File: src/rtl/knn_seq_ctrl.sv
// knn_seq_ctrl: sequences one KNN classification pass.
// Per pass it clears the neighbour list, latches the test point, and fetches
// each stored point from a 1-cycle-latency memory. It issues each point over a
// valid/ready handshake, waits for the datapath to drain, and then pulses done.
// Optional build macro KNN_CTRL_PERF_EN adds a 32-bit saturating cycle counter
// (perf_cycles) that covers busy and done cycles.
module knn_seq_ctrl #(
    parameter int COORD_W   = 16,
    parameter int LABEL_W   = 8,
    parameter int ADDR_W    = 10,
    parameter int DRAIN_CYC = 2
) (
    input  logic                          clk,
    input  logic                          rst,
    input  logic                          start,
    input  logic                          abort,
    input  logic [ADDR_W:0]               n_points,
    input  logic [2*COORD_W-1:0]          test_point,
    output logic                          mem_en,
    output logic [ADDR_W-1:0]             mem_addr,
    input  logic [LABEL_W+2*COORD_W-1:0]  mem_rdata,
    output logic                          dp_clear,
    output logic [2*COORD_W-1:0]          dp_test_point,
    output logic [2*COORD_W-1:0]          dp_data_point,
    output logic [LABEL_W-1:0]            dp_label,
    output logic                          dp_valid,
    input  logic                          dp_ready,
    output logic                          busy,
    output logic                          done,
    output logic [ADDR_W:0]               count
`ifdef KNN_CTRL_PERF_EN
    ,
    output logic [31:0]                   perf_cycles
`endif
);

    typedef enum logic [2:0] {
        IDLE, CLEAR, FETCH, LOAD, ISSUE, DRAIN, DONE
    } state_t;

    localparam int DW = $clog2(DRAIN_CYC + 1);
    localparam logic [DW-1:0] DRAIN_LAST = DW'(DRAIN_CYC - 1);

    state_t                 state_reg, state_next;
    logic [ADDR_W:0]        n_lat_reg;
    logic [ADDR_W:0]        index_reg;
    logic [ADDR_W:0]        count_reg;
    logic [DW-1:0]          drain_reg;
    logic [2*COORD_W-1:0]   tp_reg;
    logic [2*COORD_W-1:0]   data_reg;
    logic [LABEL_W-1:0]     label_reg;
    logic                   accept;
    logic                   handshake;

    // State register
    always_ff @(posedge clk) begin
        if (rst) state_reg <= IDLE;
        else     state_reg <= state_next;
    end

    // Next-state and control outputs; abort overrides everything while busy
    always_comb begin
        state_next = state_reg;
        mem_en     = 1'b0;
        mem_addr   = '0;
        dp_clear   = 1'b0;
        dp_valid   = 1'b0;
        busy       = 1'b0;
        done       = 1'b0;
        accept     = 1'b0;
        handshake  = 1'b0;
        case (state_reg)
            IDLE: begin
                if (start && !abort) begin
                    accept     = 1'b1;
                    state_next = (n_points != '0) ? CLEAR : DONE;
                end
            end
            CLEAR: begin
                dp_clear   = 1'b1;
                busy       = 1'b1;
                state_next = FETCH;
            end
            FETCH: begin
                mem_en     = 1'b1;
                mem_addr   = index_reg[ADDR_W-1:0];
                busy       = 1'b1;
                state_next = LOAD;
            end
            LOAD: begin
                busy       = 1'b1;
                state_next = ISSUE;
            end
            ISSUE: begin
                dp_valid = 1'b1;
                busy     = 1'b1;
                if (dp_ready) begin
                    handshake  = 1'b1;
                    // Terminate on the latched count, not on address wrap
                    state_next = (index_reg == n_lat_reg - 1'b1) ? DRAIN : FETCH;
                end
            end
            DRAIN: begin
                busy = 1'b1;
                if (drain_reg == DRAIN_LAST) state_next = DONE;
            end
            DONE: begin
                done       = 1'b1;
                state_next = IDLE;
            end
            default: state_next = IDLE;
        endcase
        if (abort && busy) begin
            state_next = IDLE;
            mem_en     = 1'b0;
            mem_addr   = '0;
            dp_clear   = 1'b0;
            dp_valid   = 1'b0;
            handshake  = 1'b0;
        end
    end

    // Pass bookkeeping and datapath operand registers
    always_ff @(posedge clk) begin
        if (rst) begin
            n_lat_reg <= '0;
            index_reg <= '0;
            count_reg <= '0;
            drain_reg <= '0;
            tp_reg    <= '0;
            data_reg  <= '0;
            label_reg <= '0;
        end else begin
            if (accept) begin
                n_lat_reg <= n_points;
                index_reg <= '0;
                count_reg <= '0;
                // Empty passes never enter CLEAR, so the test point is kept
                if (n_points != '0) tp_reg <= test_point;
            end
            if (state_reg == LOAD) begin
                data_reg  <= mem_rdata[2*COORD_W-1:0];
                label_reg <= mem_rdata[LABEL_W+2*COORD_W-1:2*COORD_W];
            end
            if (handshake) begin
                index_reg <= index_reg + 1'b1;
                count_reg <= count_reg + 1'b1;
            end
            if (state_reg == DRAIN) drain_reg <= drain_reg + 1'b1;
            else                    drain_reg <= '0;
        end
    end

    assign dp_test_point = tp_reg;
    assign dp_data_point = data_reg;
    assign dp_label      = label_reg;
    assign count         = count_reg;

`ifdef KNN_CTRL_PERF_EN
    logic [31:0] perf_reg;

    // Saturating count of busy/done cycles, restarted on each accepted start
    always_ff @(posedge clk) begin
        if (rst)                                       perf_reg <= '0;
        else if (accept)                               perf_reg <= '0;
        else if ((busy || done) && perf_reg != '1)     perf_reg <= perf_reg + 1'b1;
    end

    assign perf_cycles = perf_reg;
`endif

endmodule

File: config.mk
export PLATFORM = sky130hd
export DESIGN_NAME = knn_seq_ctrl
export DESIGN_NICKNAME = d
export VERILOG_FILES = /design/src/rtl/knn_seq_ctrl.sv
export SDC_FILE = /design/constraint.sdc
export NUM_CORES = 1
export LEC_CHECK = 0
export CAP_MARGIN = 10
export CELL_PAD_IN_SITES_DETAIL_PLACEMENT = 1
export CELL_PAD_IN_SITES_GLOBAL_PLACEMENT = 1
export CORE_MARGIN = 8
export CORE_UTILIZATION = 33
export DETAILED_ROUTE_END_ITERATION = 8
export PLACE_DENSITY_LB_ADDON = 0.1
export SYNTH_ARGS = -nofsm -noshare
export SYNTH_HDL_FRONTEND = slang
export SYNTH_SLANG_ARGS = --single-unit
File: constraint.sdc
create_clock -name clk -period 5.23 [get_ports clk]
set_input_delay 1.046 -clock clk [delete_from_list [all_inputs] [get_ports clk]]
set_output_delay 1.046 -clock clk [all_outputs]
set_load 0.05 [all_outputs]
==> results.yml, run 1 <==
status:
  status: "completed"
critical_path:
  cpLargestDelayFamily: "buffers and inverters"
  crit_slowest_cell: "clkdlybuf4s50_1"
  worstPathCellList: "clkdlybuf4s50_1 > nor4b_1 > buf_4 > and2_1 > clkdlybuf4s50_1"
  crit_buf_inv: 3
  start_kind: "primary input"
  worst_path_largest_cell_delay_ns: 0.82
  timing.rr.start: "state_reg[0]"
  timing.rr.end: "dp_test_point[6]"
  crit_start: "abort"
  cp.depth: 5
  worstSetupPathType: "in -> out"
  cp.arrival_ns: 3.05
  endpoint_kind: "primary output"
  r2r_slack_ns: 2.80
  cp_data_required_time_ns: 4.18
  crit_end: "mem_addr[2]"
  cp_common_cell: "clkdlybuf4s50_1"
  r2r.worst_path.cells: 6
  path_max_fanout: 11
synthesis:
  avgSynthCellArea_sq_um: 7.816
  synthArstFlopShare_pct: 0
  ys_warn_count: 0
  synth.cell_area_sq_um: 4807
  syn-num-nets: 707
  yosys.area.top_type: "dfxtp_1"
  synth_top_area_share_pct: 45.81
  synthDistinctLibCells: 57
  synthCells: 615
  synth_ff_type: "dfxtp_1"
  synth.yosys.seq_area_share_pct: 45.81
  synth_edf_count: 0
  synth_area_leaders: "dfxtp_1 (46%), nand2_1 (14%), a21oi_1 (10%), nor2_1 (2.8%), clkbuf_1 (2.7%)"
  synth_seq_cells: 110
hold_path:
  worstHoldPathType: "reg -> reg"
timing:
  clock.fmax_mhz: 244.4
  final_hold_viol_count: 0
  drv_slew: 0
  worstMarginPinSlew_ns: 0.8386
  rsz0062_at_grt: "no"
  final.period_utilization_pct: 78.25
  final-setup-viol-count: 0
  fin_ws_ns: 1.138
  max-slew-margin-rel_pct: 44.09
  period_minus_slack_ns: 4.092
  tns_ns: 0
  fin_skew_ns: 0.005968
drt:
  ant_nets: 0
  drc: 0
  routed_wirelength_microns: 16660
  route.vias.total: 4843
  drt_first_iter_violations: 225
  via_per_inst: 5.019
  wl_per_cell_microns: 17.27
  dr.pass1.iters: 4
cts:
  cts_tree: "built"
  cts_hold_buf: 0
  numCtsBuffers: 9
  cts_resized: 0
  clk_pin_slew_ns: 0.07
  cts.sink_count: 110
  clock_path_buffers: 2
  h-tree-depth: 3
  cts-root-buf: "clkbuf_16"
  clk_latency_ns: 0.34
  postCtsSetupBuffers: 0
place:
  hpwl_microns: 12320
  dpl-instance-area_sq_um: 6738
  dp_cells: 949
  port_buffers: 185
  place.gp.congestion: 0.7443
  dp_slack_ns: 1.127
layout:
  multiInputGateArea_sq_um: 2385
  final_net_count: 868
  layoutNonFillerInstCount: 965
  syn2layout_area_growth_pct: 46.23
  regArea_sq_um: 2202
  most-common-layout-cells: "clkdlybuf4s50_1 (184), nand2_1 (180), dfxtp_1 (110)"
  final_common_cell: "clkdlybuf4s50_1"
  fill_cells: 1709
  layout-drive-gt1-share_pct: 5.000
  final_util_pct: 48.92
  fin_area_sq_um: 7029
global_routing:
  grt_first_pass_wirelength_microns: 26240
  first_global_vias: 5118
  overflow: 0
  antenna_found_initial: 0
  grt_max_degree: 73
  grt_util_all_layers_pct: 17.62
power_and_ir_drop:
  leakagePower_nw: 2.423
  p_per_area_nw_per_um2: 257.5
  max-vdd-ir-drop_uv: 142.5
job:
  maxCapViolCount: 0
die:
  core-area_sq_um: 14370
  initial_core_util_pct: 33.46
  die_x_microns: 136.7
  die_h_microns: 136.7
  row_count: 44
  pin_count: 186
  die-area_sq_um: 18690
[cells by family (layout without fill, tap and decap cells)]
logic type | Yosys count | count (layout) | share of synthesized area, %
simple gates | 298 | 298 | 28.32
mux | 8 | 8 | 1.822
buf+inv | 48 | 213 | 4.581
other cells | 0 | 1 | 0
flops | 110 | 110 | 45.81
fa+ha+maj | 4 | 4 | 1.041
xor+xnor | 14 | 14 | 2.551
compound gates | 133 | 133 | 15.88
[through the flow]
stage / total power, W / hold slack [ns]
finish: 0.001810 / 0.4220
global route: 0.001887 / 0.4413
CTS: 0.001841 / 0.4302
detailed placement: 0.001145 / 0.4205
global placement: 0.001138 / 0.4080
floorplan: 0.001024 / 0.3983
[layer usage]
| layer | track usage, % | part of all wire, % | vias to the layer above |
|---|---|---|---|
| li1 | - | - | 2393 |
| met1 | 20.41 | 42 | 2301 |
| met2 | 28.47 | 46 | 123 |
| met3 | 6.461 | 9.1 | 26 |
| met4 | 8.054 | 2.9 | 0 |
| met5 | 0 | 0 | - |
[synthesized netlist by cell type, drive strengths merged, types with 4 or more instances]
library cell	instances
nand3b	5
nor3	14
nor2	36
nor4	5
clkbuf	38
ha	4
nand4	5
and3	10
dfxtp	110
o21ai	7
nand3	12
xnor2	11
mux2	6
and2	13
inv	7
o211ai	5
a21oi	99
nand2	180
[how the worst min path moves through the flow]
stage	cells past startpoint	from	slack, ns	to
6_report	1	drain_reg[0]	0.42	drain_reg[0]
3_5_place_dp	1	drain_reg[0]	0.42	drain_reg[0]
4_1_cts	1	drain_reg[0]	0.43	drain_reg[0]
2_1_floorplan	1	drain_reg[0]	0.40	drain_reg[0]
3_3_place_gp	1	drain_reg[0]	0.41	drain_reg[0]
5_1_grt	1	drain_reg[0]	0.44	drain_reg[0]
[worst reg2reg max path, delay by kind of cell (launching register included)]
kind | cells | cell delay [ns]
simple gates | 4 | 1.40
compound gates | 1 | 0.14
flops | 1 | 0.49
buf+inv | 1 | 0.32
[power breakdown]
| part | total [W] | switching [W] | internal [W] |
|---|---|---|---|
| clock | 0.000686 | 0.000315 | 0.000371 |
| sequential | 0.000871 | 0.0000165 | 0.000854 |
| combinational | 0.000253 | 0.000137 | 0.000116 |
[cell type report]
cell class / count / area share (%)
Multi-Input combinational cell: 457 / 33.93
Sequential cell: 110 / 31.33
Timing Repair Buffer: 191 / 26.95
Tap cell: 184 / 3.275
Clock buffer: 10 / 3.257
Clock inverter: 5 / 0.8544
Inverter: 7 / 0.3738
Antenna cell: 1 / 0.03560
Power figures use the tool's default switching activity.
==> run 2, diff against run 1 <==
Settings changed: CORE_UTILIZATION 33 to 28.
Clock period 5.23 ns to 3.7 ns, I/O delays scaled along.
==> run 2 against run 1 <==
First-iteration DRC count is 46% lower. Highest routed layer unchanged. Global-route usage is 2.1 points lower. Largest power group unchanged. Clock skew grew 0.0039 ns. Clock-buffer cell count up 1. Worst setup slack got worse by 0.62 ns. Wire length up 1.5%. Critical path type unchanged.
==> results.yml, run 2 (same netlist as run 1, synthesis figures left out) <==
timing:
  fin_skew_ns: 0.009870
  period_minus_slack_ns: 3.185
  max-slew-margin-rel_pct: 58.39
  drv_slew: 0
  rsz0062_at_grt: "no"
  clock.fmax_mhz: 314.0
  worstMarginPinSlew_ns: 0.6241
  final_hold_viol_count: 0
  tns_ns: 0
  final-setup-viol-count: 0
  final.period_utilization_pct: 86.08
hold_path:
  hold_depth: 1
  worstHoldPathType: "reg -> reg"
cts:
  cts-root-buf: "clkbuf_16"
  clk_latency_ns: 0.35
  clock_path_buffers: 2
  clk_pin_slew_ns: 0.07
  cts_resized: 0
  cts_hold_buf: 0
  numCtsBuffers: 9
  cts_tree: "built"
  postCtsSetupBuffers: 0
  h-tree-depth: 3
  cts.sink_count: 110
critical_path:
  worstSetupPathType: "in -> out"
  r2r.worst_path.cells: 6
  crit_slowest_cell: "clkdlybuf4s50_1"
  cp_data_required_time_ns: 2.96
  cp_common_cell: "clkdlybuf4s50_1"
  start_kind: "primary input"
  worstPathCellList: "clkdlybuf4s50_1 > inv_1 > and3_1 > clkdlybuf4s50_1"
  path_max_fanout: 7
  cp.arrival_ns: 2.45
  endpoint_kind: "primary output"
  worst_path_largest_cell_delay_ns: 0.82
drt:
  dr.pass1.iters: 4
  ant_nets: 0
  drt_first_iter_violations: 122
  wl_per_cell_microns: 16.76
  route.vias.total: 4827
  via_per_inst: 4.784
  drc: 0
  routed_wirelength_microns: 16920
global_routing:
  overflow: 0
  grt_max_degree: 53
  first_global_vias: 5087
  grt_util_all_layers_pct: 15.56
  antenna_found_initial: 0
  grt_first_pass_wirelength_microns: 27170
layout:
  fill_cells: 2048
  most-common-layout-cells: "nand2_1 (180), clkdlybuf4s50_1 (172), dfxtp_1 (110)"
  final_common_cell: "nand2_1"
  layout-drive-gt1-share_pct: 6.888
  syn2layout_area_growth_pct: 50.08
  final_net_count: 871
  antenna_cells: 0
die:
  initial_core_util_pct: 28.18
  row_count: 48
  die-area_sq_um: 21620
  pin_count: 186
  die_h_microns: 147.0
  core-area_sq_um: 17060
  die_x_microns: 147.0
power_and_ir_drop:
  fin_total_pwr_w: 0.002514
  leakagePower_nw: 2.496
  max-vdd-ir-drop_uv: 199.7
  p_per_area_nw_per_um2: 348.5
job:
  maxCapViolCount: 0
status:
  status: "completed"
place:
  port_buffers: 185
  hpwl_microns: 12680
  place.gp.congestion: 0.7421
run 2: path summary, 6_finish.rpt:
| path | start | to | slack [ns] |
|---|---|---|---|
| worst max-delay path | abort | dp_clear | 0.51 |
| worst min register to register | drain_reg[0] | drain_reg[0] | 0.44 |
| worst max register to register | state_reg[2] | count[10] | 1.36 |
| worst min-delay path | drain_reg[0] | drain_reg[0] | 0.44 |
run 2: report_power, final:
group	total [W]	switching (W)	leakage (nW)	internal, W
logic	0.000364	0.000194	1.47	0.000170
registers	0.00123	0.0000230	0.891	0.00121
clock network	0.000920	0.000453	0.136	0.000467
total	0.00251	0.000670	2.50	0.00184
run 2: routing by layer:
layer  global-route usage, %  vias up  share of wire, %
li1                        -     2393                 -
met2                   26.61      118                50
met4                   4.284        0               1.4
met3                   6.767       14               8.9
met1                   17.29     2302                40
met5                       0        -                 0
run 2: worst max-delay path, delay by kind of cell:
| family | cells | cell delay (ns) |
|---|---|---|
| simple gates | 1 | 0.19 |
| buf+inv | 3 | 1.52 |
run 2: cell type report:
cell class                 instances  area (sq um)  share of cell area (%)
timing repair buffer             194          2044                   28.34
clock buffer                      11         232.7                   3.226
inverter                           7         26.28                  0.3642
clock inverter                     5         42.54                  0.5897
multi-input combinational        457          2385                   33.06
tap                              225         281.5                   3.902
sequential                       110          2202                   30.52
run 2: through the flow:
step                setup slack (ns)  hold WS (ns)  std cells  utilization, %  area [sq um]
floorplan                     0.8248        0.3983        615               -          4807
global placement              0.4981        0.4078        992           40.52          6912
detailed placement            0.4560        0.4378        992           40.52          6912
CTS                           0.4688        0.4488       1008           42.14          7187
global route                  0.4294        0.4726       1009           42.30          7214
finish                        0.5149        0.4396       1009           42.30          7214
